$ cat src/rtl/uart_word_if.sv
// Word handshake between a producer and the UART word sender.
interface uart_word_if #(
  parameter int unsigned WIDTH = 32
);
  logic             in_valid;
  logic [WIDTH-1:0] in_data;
  logic             in_ready;

  modport master (output in_valid, output in_data, input in_ready);
  modport slave  (input in_valid, input in_data, output in_ready);
endinterface

$ cat src/rtl/uart_word_sender.sv
// Multi-byte UART transmitter: latches a WIDTH-bit word on accept and sends it
// as WIDTH/8 back-to-back 8N/8P frames with 1 or 2 stop bits.
module uart_word_sender #(
  parameter int unsigned CLK_HZ    = 50_000_000,
  parameter int unsigned BAUD      = 115_200,
  parameter int unsigned WIDTH     = 32,
  parameter int unsigned MSB_FIRST = 1,
  parameter int unsigned PARITY    = 0,
  parameter int unsigned STOP_BITS = 1
) (
  input  logic       clk,
  input  logic       rst,
  uart_word_if.slave s,
  output logic       txd,
  output logic       busy,
  output logic       done
);

  localparam int unsigned CPB    = CLK_HZ / BAUD;
  localparam int unsigned CNT_W  = (CPB > 1) ? $clog2(CPB) : 1;
  localparam int unsigned NBYTES = WIDTH / 8;
  localparam int unsigned BYTE_W = $clog2(NBYTES + 1);

  typedef enum logic [2:0] {IDLE, START, DATA, PAR, STOP} state_t;

  state_t             state_q, state_d;
  logic [CNT_W-1:0]   baud_q, baud_d;
  logic [2:0]         bit_q, bit_d;
  logic [BYTE_W-1:0]  left_q, left_d;
  logic [WIDTH-1:0]   word_q, word_d;

  logic       txd_d, ready_d, busy_d, done_d;
  logic       tick, accept, load, last_d;
  logic [7:0] cur_byte;

  assign tick   = (baud_q == CNT_W'(CPB - 1));
  assign accept = s.in_valid && s.in_ready;

  // State and registered outputs
  always_ff @(posedge clk or posedge rst) begin
    if (rst) begin
      state_q    <= IDLE;
      baud_q     <= '0;
      bit_q      <= '0;
      left_q     <= '0;
      word_q     <= '0;
      txd        <= 1'b1;
      s.in_ready <= 1'b1;
      busy       <= 1'b0;
      done       <= 1'b0;
    end else begin
      state_q    <= state_d;
      baud_q     <= baud_d;
      bit_q      <= bit_d;
      left_q     <= left_d;
      word_q     <= word_d;
      txd        <= txd_d;
      s.in_ready <= ready_d;
      busy       <= busy_d;
      done       <= done_d;
    end
  end

  // Next state; the bit counter doubles as the stop-bit counter
  always_comb begin
    state_d = state_q;
    baud_d  = baud_q;
    bit_d   = bit_q;
    left_d  = left_q;
    word_d  = word_q;
    load    = 1'b0;
    if (state_q != IDLE && !tick) baud_d = baud_q + CNT_W'(1);
    case (state_q)
      IDLE: if (accept) load = 1'b1;
      START: if (tick) begin
        state_d = DATA;
        baud_d  = '0;
        bit_d   = '0;
      end
      DATA: if (tick) begin
        baud_d = '0;
        if (bit_q == 3'd7) begin
          bit_d   = '0;
          state_d = (PARITY != 0) ? PAR : STOP;
        end else begin
          bit_d = bit_q + 3'd1;
        end
      end
      PAR: if (tick) begin
        state_d = STOP;
        baud_d  = '0;
        bit_d   = '0;
      end
      STOP: if (tick) begin
        baud_d = '0;
        if (bit_q == 3'(STOP_BITS - 1)) begin
          if (left_q == BYTE_W'(1)) begin
            if (accept) load = 1'b1;
            else        state_d = IDLE;
          end else begin
            left_d  = left_q - BYTE_W'(1);
            word_d  = (MSB_FIRST != 0) ? (word_q << 8) : (word_q >> 8);
            state_d = START;
            bit_d   = '0;
          end
        end else begin
          bit_d = bit_q + 3'd1;
        end
      end
      default: state_d = IDLE;
    endcase
    if (load) begin
      word_d  = s.in_data;
      left_d  = BYTE_W'(NBYTES);
      state_d = START;
      baud_d  = '0;
      bit_d   = '0;
    end
  end

  // Output values for the coming cycle, derived from the next state
  always_comb begin
    cur_byte = (MSB_FIRST != 0) ? word_d[WIDTH-1 -: 8] : word_d[7:0];
    last_d   = (state_d == STOP) && (bit_d == 3'(STOP_BITS - 1)) &&
               (left_d == BYTE_W'(1)) && (baud_d == CNT_W'(CPB - 1));
    txd_d    = 1'b1;
    case (state_d)
      START:   txd_d = 1'b0;
      DATA:    txd_d = cur_byte[bit_d];
      PAR:     txd_d = (^cur_byte) ^ (PARITY == 1);
      default: txd_d = 1'b1;
    endcase
    busy_d  = (state_d != IDLE);
    ready_d = (state_d == IDLE) || last_d;
    done_d  = last_d;
  end

endmodule

$ cat src/flat_wrapper.sv
// flat-port wrapper written by rule: the top's interface ports become plain ports
module uart_word_sender_flat 
#(
  parameter int unsigned CLK_HZ    = 50_000_000,
  parameter int unsigned BAUD      = 115_200,
  parameter int unsigned WIDTH     = 32,
  parameter int unsigned MSB_FIRST = 1,
  parameter int unsigned PARITY    = 0,
  parameter int unsigned STOP_BITS = 1
)
  (clk, rst, txd, busy, done, s_in_valid, s_in_data, s_in_ready);
  uart_word_if #(.WIDTH(WIDTH)) s_i ();
  input  logic clk;
  input  logic rst;
  output logic txd;
  output logic busy;
  output logic done;
  input wire logic [$bits(s_i.in_valid)-1:0] s_in_valid;
  input wire logic [$bits(s_i.in_data)-1:0] s_in_data;
  output wire logic [$bits(s_i.in_ready)-1:0] s_in_ready;
  assign s_i.in_valid = s_in_valid;
  assign s_i.in_data = s_in_data;
  assign s_in_ready = s_i.in_ready;
  uart_word_sender #(.CLK_HZ(CLK_HZ), .BAUD(BAUD), .WIDTH(WIDTH), .MSB_FIRST(MSB_FIRST), .PARITY(PARITY), .STOP_BITS(STOP_BITS)) u_core (.clk(clk), .rst(rst), .s(s_i), .txd(txd), .busy(busy), .done(done));
endmodule
$ cat config.mk
export PLATFORM = sky130hd
export DESIGN_NAME = uart_word_sender_flat
export DESIGN_NICKNAME = d
export VERILOG_FILES = /design/src/rtl/uart_word_if.sv /design/src/rtl/uart_word_sender.sv /design/src/flat_wrapper.sv
export SDC_FILE = /design/constraint.sdc
export NUM_CORES = 1
export LEC_CHECK = 0
export CAP_MARGIN = 0
export CORE_MARGIN = 2
export CORE_UTILIZATION = 40
export DETAILED_ROUTE_END_ITERATION = 12
export GPL_TIMING_DRIVEN = 0
export MAX_ROUTING_LAYER = met4
export PLACE_DENSITY = 0.74
export SYNTH_ARGS = -nofsm -noshare
export SYNTH_HDL_FRONTEND = slang
export SYNTH_SLANG_ARGS = --single-unit
$ cat constraint.sdc
create_clock -name clk -period 2.9 [get_ports clk]
set_input_delay 0.435 -clock clk [delete_from_list [all_inputs] [get_ports clk]]
set_output_delay 0.435 -clock clk [all_outputs]
set_load 0.01 [all_outputs]
# After elaboration in Yosys (flattened, before gate mapping)

Index checks and enable logic that the tools add are counted.

Add/subtract/negate cells: 3
Multipliers: 0
Div/mod/pow operators: 0
Order comparisons: 1
Equal/unequal tests: 14
Shift operators: 0
Muxes and demuxes: 40
Bitwise gates (word level): 0
Reduce and logical (&&, ||, !) cells: 20

Operators with widths:

| kind                  | count |
|---|---|
| $mux W32              | 5 |
| $mux W3               | 21 |
| $mux W9               | 4 |
| $eq A9 B9 Y1 const B  | 2 |
| $pmux W3 S5           | 1 |
| $eq A3 B1 Y1 const B  | 4 |
| $eq A3 B2 Y1 const B  | 4 |
| $logic_not A3 Y1      | 4 |
| $add A9 B1 Y9 const B | 1 |
| $eq A3 B3 Y1 const B  | 3 |
| $pmux W3 S3           | 1 |
| $reduce_xor A8 Y1     | 1 |
| $reduce_bool A2 Y1    | 3 |
| $reduce_bool A3 Y1    | 2 |
| $logic_and A1 B1 Y1   | 5 |
| $mux W1               | 5 |
| $lt A3 B4 Y1 const B  | 1 |
| $reduce_and A4 Y1     | 1 |
| $reduce_or A4 Y1      | 1 |
| $add A3 B1 Y3 const B | 1 |
| $bmux W1 S3           | 1 |
| $pmux W1 S3           | 1 |
| $sub A3 B1 Y3 const B | 1 |
| $ne A2 B1 Y1 const B  | 1 |
| other kinds (4)       | 4 |

Bits in registers: 54
Latch bits: 0
Memory bits (writable): 0
Bits in read-only memories: 0
Input bits: 35
Output and inout port bits: 4
Word-level logic and storage cells: 88
Memories: 0

# Logic depth before layout (Yosys ltp)

Gate-level depths: netlist of run 1.

Depth after elaboration: 12
Mapped depth: 10
Depth with buffers taken out: 9

# Least setup slack after synthesis of run 1

OpenSTA, ideal clock, no wires.

Kind: reg2reg
Start: register u_core.baud_q[2]
End: register u_core.txd
Setup time: 0.081 ns
Arrival: 2.648 ns
Data required time: 2.819 ns
Slack: 0.170 ns
Cell stages (with the launch flop): 9
Buffers on the path: 1
Clock period less this slack: 2.730 ns
Cells stage by stage: dfrtp_1 -> buf_6 -> or4b_4 -> nor4_2 -> nand2_1 -> mux2i_1 -> o21ai_0 -> xnor3_1 -> a211oi_2

Word-level cells in the longest chain between the ends: 7
Elaborated cells on any way between the ends: 24
Classes of those cells: eq/ne (4); mux (19); reduce/logical (1)

Ends and longest elaborated chain:

| element                                        | line                    | source |
|---|---|---|
| start, declared                                | uart_word_sender.sv:27  | `logic [CNT_W-1:0] baud_q, baud_d;` |
| start signal, assigned                         | uart_word_sender.sv:53  | `baud_q <= baud_d;` |
| $eq A9 B9 Y1 *                                 | uart_word_sender.sv:36  | `assign tick = (baud_q == CNT_W'(CPB - 1));` |
| $mux W1 / $mux W32 (equally long branches)     | uart_word_sender.sv:94  | `STOP: if (tick) begin` |
| $pmux W1 S2 / $mux W32 (equally long branches) | uart_word_sender.sv:73  | `case (state_q)` |
| $mux W32 *                                     | uart_word_sender.sv:112 | `if (load) begin` |
| via u_core.word_d[25]                          | uart_word_sender.sv:30  | `logic [WIDTH-1:0] word_q, word_d;` |
| $bmux W1 S3                                    | uart_word_sender.sv:129 | `DATA: txd_d = cur_byte[bit_d];` |
| $mux W1 (implied by the code)                  | uart_word_sender.sv:129 |  |
| $pmux W1 S3 *                                  | uart_word_sender.sv:127 | `case (state_d)` |
| via u_core.txd_d                               | uart_word_sender.sv:32  | `logic txd_d, ready_d, busy_d, done_d;` |
| end signal, assigned                           | uart_word_sender.sv:57  | `txd <= txd_d;` |
| end, declared                                  | uart_word_sender.sv:14  | `output logic txd,` |

The timed path passes the listed nets; every way through them passes the cells marked *. The select of a mux whose other input is x is not followed.
A chain may end at the register's enable or synchronous reset.

# Final worst setup path of run 1

Start: register u_core.baud_q[6]
End: register u_core.txd

Word-level cells in the longest chain between the ends: 7
Elaborated cells on any way between the ends: 24
Classes of those cells: eq/ne (4); mux (19); reduce/logical (1)

Ends and longest elaborated chain:

| element                                    | line |
|---|---|
| $eq A9 B9 Y1 *                             | uart_word_sender.sv:36 |
| $mux W3 (tied with other cells)            | uart_word_sender.sv:94 |
| $pmux W3 S3 (tied with other cells)        | uart_word_sender.sv:73 |
| $mux W3 / $mux W32 (equally long branches) | uart_word_sender.sv:112 |
| $bmux W1 S3                                | uart_word_sender.sv:129 |
| $mux W1 (implied by the code)              | uart_word_sender.sv:129 |
| $pmux W1 S3 *                              | uart_word_sender.sv:127 |
| via u_core.txd_d                           | uart_word_sender.sv:32 |

Marks and branches as above.

==> impl_metrics.py, run 1 <==
metrics = {
    "timing": {
        "fin_crit_ns": 2.81,
        "hold_viol_final": 0,
        "relSlewSlack_pct": 60.7,
        "max_freq_mhz": 356,
        "worst_pin_slew_ns": 0.586,
        "setup_viol": 0,
        "fin_crit_sh_pct": 96.8,
        "whs_ns": 0.359,
        "final_max_slew_viol_count": 0,
        "finClkSkew_ns": 0.0108,
        "fin_ws_ns": 0.0934,
    },
    "placed_design": {
        "place_hpwl_mm": 5.46,
        "dp_slack_ns": -0.221,
        "portBuffers": 38,
        "gp_congestion": 0.897,
        "dpl_cell_area_um2": 3630,
    },
    "finish": {
        "layout.nets": 442,
        "final_area_um2": 3860,
        "syn_to_final_growth_pct": 24.4,
        "fill_cells": 720,
        "antenna_cells": 0,
        "layout-drive-gt1-share_pct": 13.0,
        "final_util_pct": 50.7,
    },
    "synth": {
        "synth_seq_cells": 54,
        "synth_top_area_share_pct": 41.9,
        "synth_nets": 390,
        "synthCells": 348,
        "synthFlopType": "dfrtp_1",
        "synthTopCellsByArea": "dfrtp_1 42%, nand2_1 7.3%, nor2_1 5.3%, xnor2_1 4.2%, ha_1 2.8%",
        "yosys.area.top_type": "dfrtp_1",
        "synth.yosys.seq_area_share_pct": 43.6,
        "synth_area_um2": 3100,
        "synth_cell_type_count": 53,
        "syn_avg_cell_area_um2": 8.92,
        "synth_edf_count": 0,
        "ys_warn_count": 0,
        "async_flop_share_pct": 100,
    },
    "grt": {
        "met2_usage_pct": 28.6,
        "grtUsageTotal_pct": 18.8,
        "globalRouteMet3Util_pct": 3.04,
        "grt_max_degree": 44,
        "grt-busiest-layer": "met2",
        "grt_pass1_wl_mm": 12.4,
        "grt_util_met1_pct": 25.5,
        "grt_pass1_vias": 2526,
        "overflow": 0,
        "antenna_found_initial": 0,
    },
    "routing": {
        "routed_wirelength_mm": 7.57,
        "antenna_left": 0,
        "drtPass1Iterations": 5,
        "drc": 0,
        "wire_per_inst_um": 15.0,
        "vias_per_cell": 5.45,
        "drt_iter0_drc": 170,
        "dr_total_vias": 2743,
    },
    "worst_setup_path": {
        "path_buf_inv": 2,
        "rr_startpoint": "u_core.baud_q[6]",
        "worst_setup_path_end_kind": "register",
        "arrival_ns": 3.04,
        "r2r_cells": 9,
        "critPathSlowestCell": "or4b_4",
        "cpLargestDelayFamily": "simple AND/OR/NAND/NOR gates",
        "r2r_slack_ns": 0.09,
        "path_cells": "or4b_4 -> nor4_4 -> buf_4 -> buf_4 -> a21oi_1 -> a211o_1 -> a31oi_1 -> xnor3_1 -> a211oi_2",
        "cpMostUsedCell": "buf_4",
        "critPathKind": "reg -> reg",
        "critPathLaunchType": "register",
        "timing.rr.end": "u_core.txd",
        "crit_fanout": 6,
        "critPathRequiredTime_ns": 3.13,
        "max_stage_delay_ns": 0.61,
    },
    "floorplanning": {
        "core_area_um2": 7610,
        "row_count": 32,
        "ios": 39,
        "die_height_um": 92.1,
        "dieArea_um2": 8480,
        "start_util_pct": 40.8,
        "die_width_um": 92.1,
    },
    "power": {
        "leakage_nw": 1.61,
        "power_density_nw_per_um2": 795,
        "ir_drop_mv": 0.373,
        "fin_total_pwr_mw": 3.07,
    },
    "clock_tree": {
        "numCtsBuffers": 5,
        "cts_hold_buf": 0,
        "clkTransAtPathRegs_ns": 0.11,
        "cts-htree-levels": 2,
        "cts_buffer_depth": 2,
        "clock_latency_ns": 0.32,
        "cts_tree": "built",
        "clockRootBuffer": "clkbuf_8",
        "clock-sinks": 54,
    },
    "hold_path": {
        "hold_class": "in -> async",
    },
    "job": {
        "cap_violations": 0,
    },
    "run_status": {
        "status": "finished clean",
    },
}
## worst max path at each step
stage	from	to	slack, ns	depth (start not counted)
after floorplan	u_core.baud_q[2]	u_core.txd	0.17	8
after CTS	u_core.baud_q[2]	u_core.txd	0.01	9
after global placement	u_core.baud_q[2]	u_core.txd	-0.16	8
after global routing	u_core.state_q[0]	u_core.txd	-0.03	9
after detailed placement	u_core.baud_q[2]	u_core.txd	-0.22	8
final	u_core.baud_q[6]	u_core.txd	0.09	9
## synthesized netlist by cell type (2+ instances only)
library cell and instances:
a211o_1 3, a21oi_1 12, a22oi_1 8, a2bb2oi_1 2
a31oi_1 9, and2_1 2, buf_1 4, buf_6 3
clkbuf_1 8, dfrtp_1 52, dfstp_2 2, ha_1 7
inv_1 10, mux2i_1 5, nand2_1 60, nand2b_1 2
nand3_1 14, nand4_1 7, nor2_1 44, nor2b_1 4
nor3_1 8, nor4_1 2, nor4bb_1 2, o211ai_1 3
o21ai_0 10, o21bai_1 4, o22ai_1 7, o32ai_1 3
or2b_1 2, or2b_2 2, or3_1 4, or4b_4 2
xnor2_1 15, xor2_1 7
## per-layer routing
layer | part of all wire, % | routed length [um]
met2 | 49 | 3700
met1 | 44 | 3350
met5 | 0 | 0
met3 | 4.8 | 361
met4 | 2.1 | 158
## repair_timing
item / 4_1_cts / 5_1_grt
endpoints found under the setup margin: 1 / 13
gates resized for setup: 6 / 14
hold endpoints to repair: 0 / 0
buffers inserted: 0 / 8
pin swaps: 2 / 8
## report_power, final
group | internal (mW) | switching, mW
combinational | 0.636 | 0.633
sequential | 1.07 | 0.287
clock | 0.175 | 0.267
total | 1.88 | 1.19
## area by class of cell
cell class	count	area (um2)	share of cell area [%]
buffer	15	77.6	2.01
clock buffer	5	68.8	1.78
clock inverter	3	25.0	0.648
inverter	10	37.5	0.972
multi-input combinational	267	1710	44.2
sequential	54	1360	35.1
tap	102	128	3.31
timing repair buffer	47	460	11.9
## state kept, by name, summed over array words and instances (netlist names)
name	cells
u_core.word_q	32
u_core.baud_q	9
u_core.bit_q	3
u_core.left_q	3
u_core.state_q	3
u_core.busy	1
u_core.done	1
u_core.s.in_ready	1
u_core.txd	1
## cells by family (layout without fill, tap and decap cells)
group	count (synthesis)	after routing	share of synthesized area, %
buffers and inverters	27	80	4.15
flip-flops	54	54	43.6
adder cells (fa/ha/maj)	7	7	2.82
AO/OA/AOI/OAI	67	67	14.6
AND/OR/NAND/NOR	164	164	25.9
multiplexers	6	6	1.98
XOR/XNOR	23	23	6.94
## cells in the final DEF, fill, tap and decap left out, drive strengths merged, types with 2 or more instances in the layout
cell and instances:
or3 4, a22oi 8, o32ai 3, a21oi 12
dfstp 2, nand3 14, clkbuf 13, o21ai 10
ha 7, nand2b 2, o31ai 2, nor4 3
xor2 7, inv 11, and2 2, nand2 61
clkdlybuf4s50 38, nor2b 4, nor3 8, nand4 7
a31oi 9, o211ai 3, or4b 3, buf 16
a2bb2oi 2, dfrtp 52, mux2i 5, a211o 3
o22ai 7, xnor2 15, nor4bb 2, nor2 46
o21bai 4, or2b 4
## stage by stage
step / instances / setup TNS [ns]
after floorplan: 348 / 0
after global placement: 488 / -0.155
after detailed placement: 489 / -0.221
after CTS: 496 / 0
after global routing: 503 / -0.0326
final: 503 / 0
(Power assumes the default switching activity.)
==> run 2: changes to the inputs <==
CORE_ASPECT_RATIO = 0.8   (was not set)
==> run 2 against run 1 <==
Against the previous run:
- the flow now finishes with violations (negative setup slack)
- largest cell class unchanged
- largest power group unchanged
- non-clock buffer count decreased by 6
- setup slack worse by 0.12 ns
- fmax down 4.1%
==> impl_metrics.py, run 2 (synthesized netlist as in run 1, its figures left out) <==
metrics = {
    "power": {
        "p_sw_mw": 1.16,
        "power_frac_clock_pct": 17.4,
        "leakage_nw": 1.60,
        "fin_total_pwr_mw": 3.13,
        "seqPwrFrac_pct": 43.0,
        "p_sw_share_pct": 37.1,
        "pwr-share-comb_pct": 39.6,
        "power_density_nw_per_um2": 823,
        "p_int_mw": 1.97,
        "ir_drop_mv": 0.293,
    },
    "placed_design": {
        "dpl_cell_area_um2": 3630,
        "portBuffers": 38,
        "place_hpwl_mm": 5.70,
        "gp_congestion": 0.982,
    },
    "clock_tree": {
        "cts-htree-levels": 2,
        "clockRootBuffer": "clkbuf_8",
        "cts_tree": "built",
        "numCtsBuffers": 5,
        "cts_buffer_depth": 2,
        "clock_latency_ns": 0.32,
        "cts_hold_buf": 0,
        "clkTransAtPathRegs_ns": 0.10,
        "clock-sinks": 54,
    },
    "timing": {
        "max_freq_mhz": 342,
        "final_max_slew_viol_count": 0,
        "whs_ns": 0.387,
        "fin_crit_sh_pct": 101,
        "relSlewSlack_pct": 51.3,
        "rsz0062_at_grt": "yes",
        "setup_viol": 1,
        "finClkSkew_ns": 0.00876,
        "fin_crit_ns": 2.93,
        "hold_viol_final": 0,
        "fin_ws_ns": -0.0265,
        "worst_pin_slew_ns": 0.730,
    },
    "finish": {
        "seqCellArea_um2": 1360,
        "largest_reg_flops": 32,
        "final_common_cell": "nand2_1",
        "syn_to_final_growth_pct": 22.4,
        "layout.nets": 436,
        "top_regs": "u_core.word_q x32, u_core.baud_q x9",
        "fill_cells": 666,
        "final_area_um2": 3800,
        "antenna_cells": 0,
        "multiInputGateArea_um2": 1660,
        "final_cell_mix": "58 x nand2_1, 51 x dfrtp_1, 44 x nor2_1",
        "regMostFlops": "u_core.word_q",
        "layout-drive-gt1-share_pct": 10.4,
    },
    "grt": {
        "grt_max_degree": 42,
        "grt_pass1_vias": 2598,
        "overflow": 0,
        "grtUsageTotal_pct": 19.6,
        "antenna_found_initial": 0,
        "grt_pass1_wl_mm": 12.6,
    },
    "worst_setup_path": {
        "critPathKind": "reg -> reg",
        "timing.rr.end": "u_core.txd",
        "worst_setup_path_end_kind": "register",
        "rr_startpoint": "u_core.baud_q[2]",
        "critPathRequiredTime_ns": 3.14,
        "critPathSlowestCell": "or4b_4",
        "crit_fanout": 8,
        "path_cells": "buf_6 -> or4b_4 -> or4_4 -> buf_6 -> nor3_2 -> o211ai_1 -> a31oi_1 -> xnor3_1 -> a211oi_2",
        "crit_start": "u_core.baud_q[2]",
        "critPathLaunchType": "register",
        "arrival_ns": 3.16,
        "max_stage_delay_ns": 0.57,
        "cpMostUsedCell": "buf_6",
        "r2r_slack_ns": -0.03,
        "r2r_cells": 9,
    },
    "floorplanning": {
        "core_area_um2": 7460,
        "die_height_um": 82.8,
        "row_count": 28,
        "start_util_pct": 41.6,
        "dieArea_um2": 8480,
        "ios": 39,
        "die_width_um": 102,
    },
    "job": {
        "cap_violations": 0,
    },
    "routing": {
        "antenna_left": 0,
        "dr_total_vias": 2714,
        "wire_per_inst_um": 15.4,
        "drt_iter0_drc": 261,
        "vias_per_cell": 5.43,
        "drtPass1Iterations": 5,
        "routed_wirelength_mm": 7.69,
        "drc": 0,
    },
    "hold_path": {
        "hold_class": "in -> async",
    },
    "run_status": {
        "status": "complete, but fails checks",
        "violations": "negative setup slack",
    },
}
## run 2: through the flow
stage | util, % | std cells | setup TNS, ns | setup slack [ns]
2_1_floorplan | - | 348 | 0 | 0.170
3_3_place_gp | 48.4 | 491 | -0.145 | -0.145
3_5_place_dp | 48.7 | 492 | -0.154 | -0.154
4_1_cts | 50.6 | 500 | 0 | 0.00826
5_1_grt | 50.9 | 500 | -0.0970 | -0.0970
6_report | 50.9 | 500 | -0.0265 | -0.0265
## run 2: repair_timing
action / 4_1_cts / 5_1_grt
gates resized for setup: 4 / 7
pin swaps: 1 / 1
endpoints found under the setup margin: 1 / 13
setup buffers: 0 / 1
## run 2: worst max path at each step
| stage | to | cells after the start |
|---|---|---|
| 2_1_floorplan | u_core.txd | 8 |
| 3_3_place_gp | u_core.txd | 8 |
| 3_5_place_dp | u_core.txd | 8 |
| 4_1_cts | u_core.txd | 9 |
| 5_1_grt | u_core.txd | 9 |
| 6_report | u_core.txd | 9 |
## run 2: cell type report
class | count | area share (%)
Clock inverter | 2 | 1.02
Multi-Input combinational cell | 267 | 43.6
Tap cell | 105 | 3.46
Timing Repair Buffer | 40 | 10.7
Inverter | 10 | 0.988
Clock buffer | 6 | 2.17
Buffer | 16 | 2.34
Sequential cell | 54 | 35.7
## run 2: metal layers
| layer | vias to the layer above | track usage (%) | part of all wire, % |
|---|---|---|---|
| met4 | 0 | 5.60 | 1.4 |
| li1 | 1310 | - | - |
| met3 | 17 | 2.51 | 4.5 |
| met5 | - | - | 0 |
| met2 | 79 | 29.9 | 46 |
| met1 | 1308 | 27.7 | 48 |
## run 2: power by group through the flow
stage	Clock [mW]	Combinational (mW)	Sequential (mW)
after floorplan	0	0.932	1.28
after global placement	0	1.16	1.34
after detailed placement	0	1.20	1.35
after CTS	0.552	1.23	1.33
after global routing	0.579	1.38	1.39
final	0.543	1.24	1.35
## run 2: worst max-delay path, delay by kind of cell, from the launching register on
kind / cells / cell delay [ns]
compound gates: 3 / 0.58
flops: 1 / 0.38
simple gates: 3 / 1.32
buf+inv: 2 / 0.29
xor+xnor: 1 / 0.27
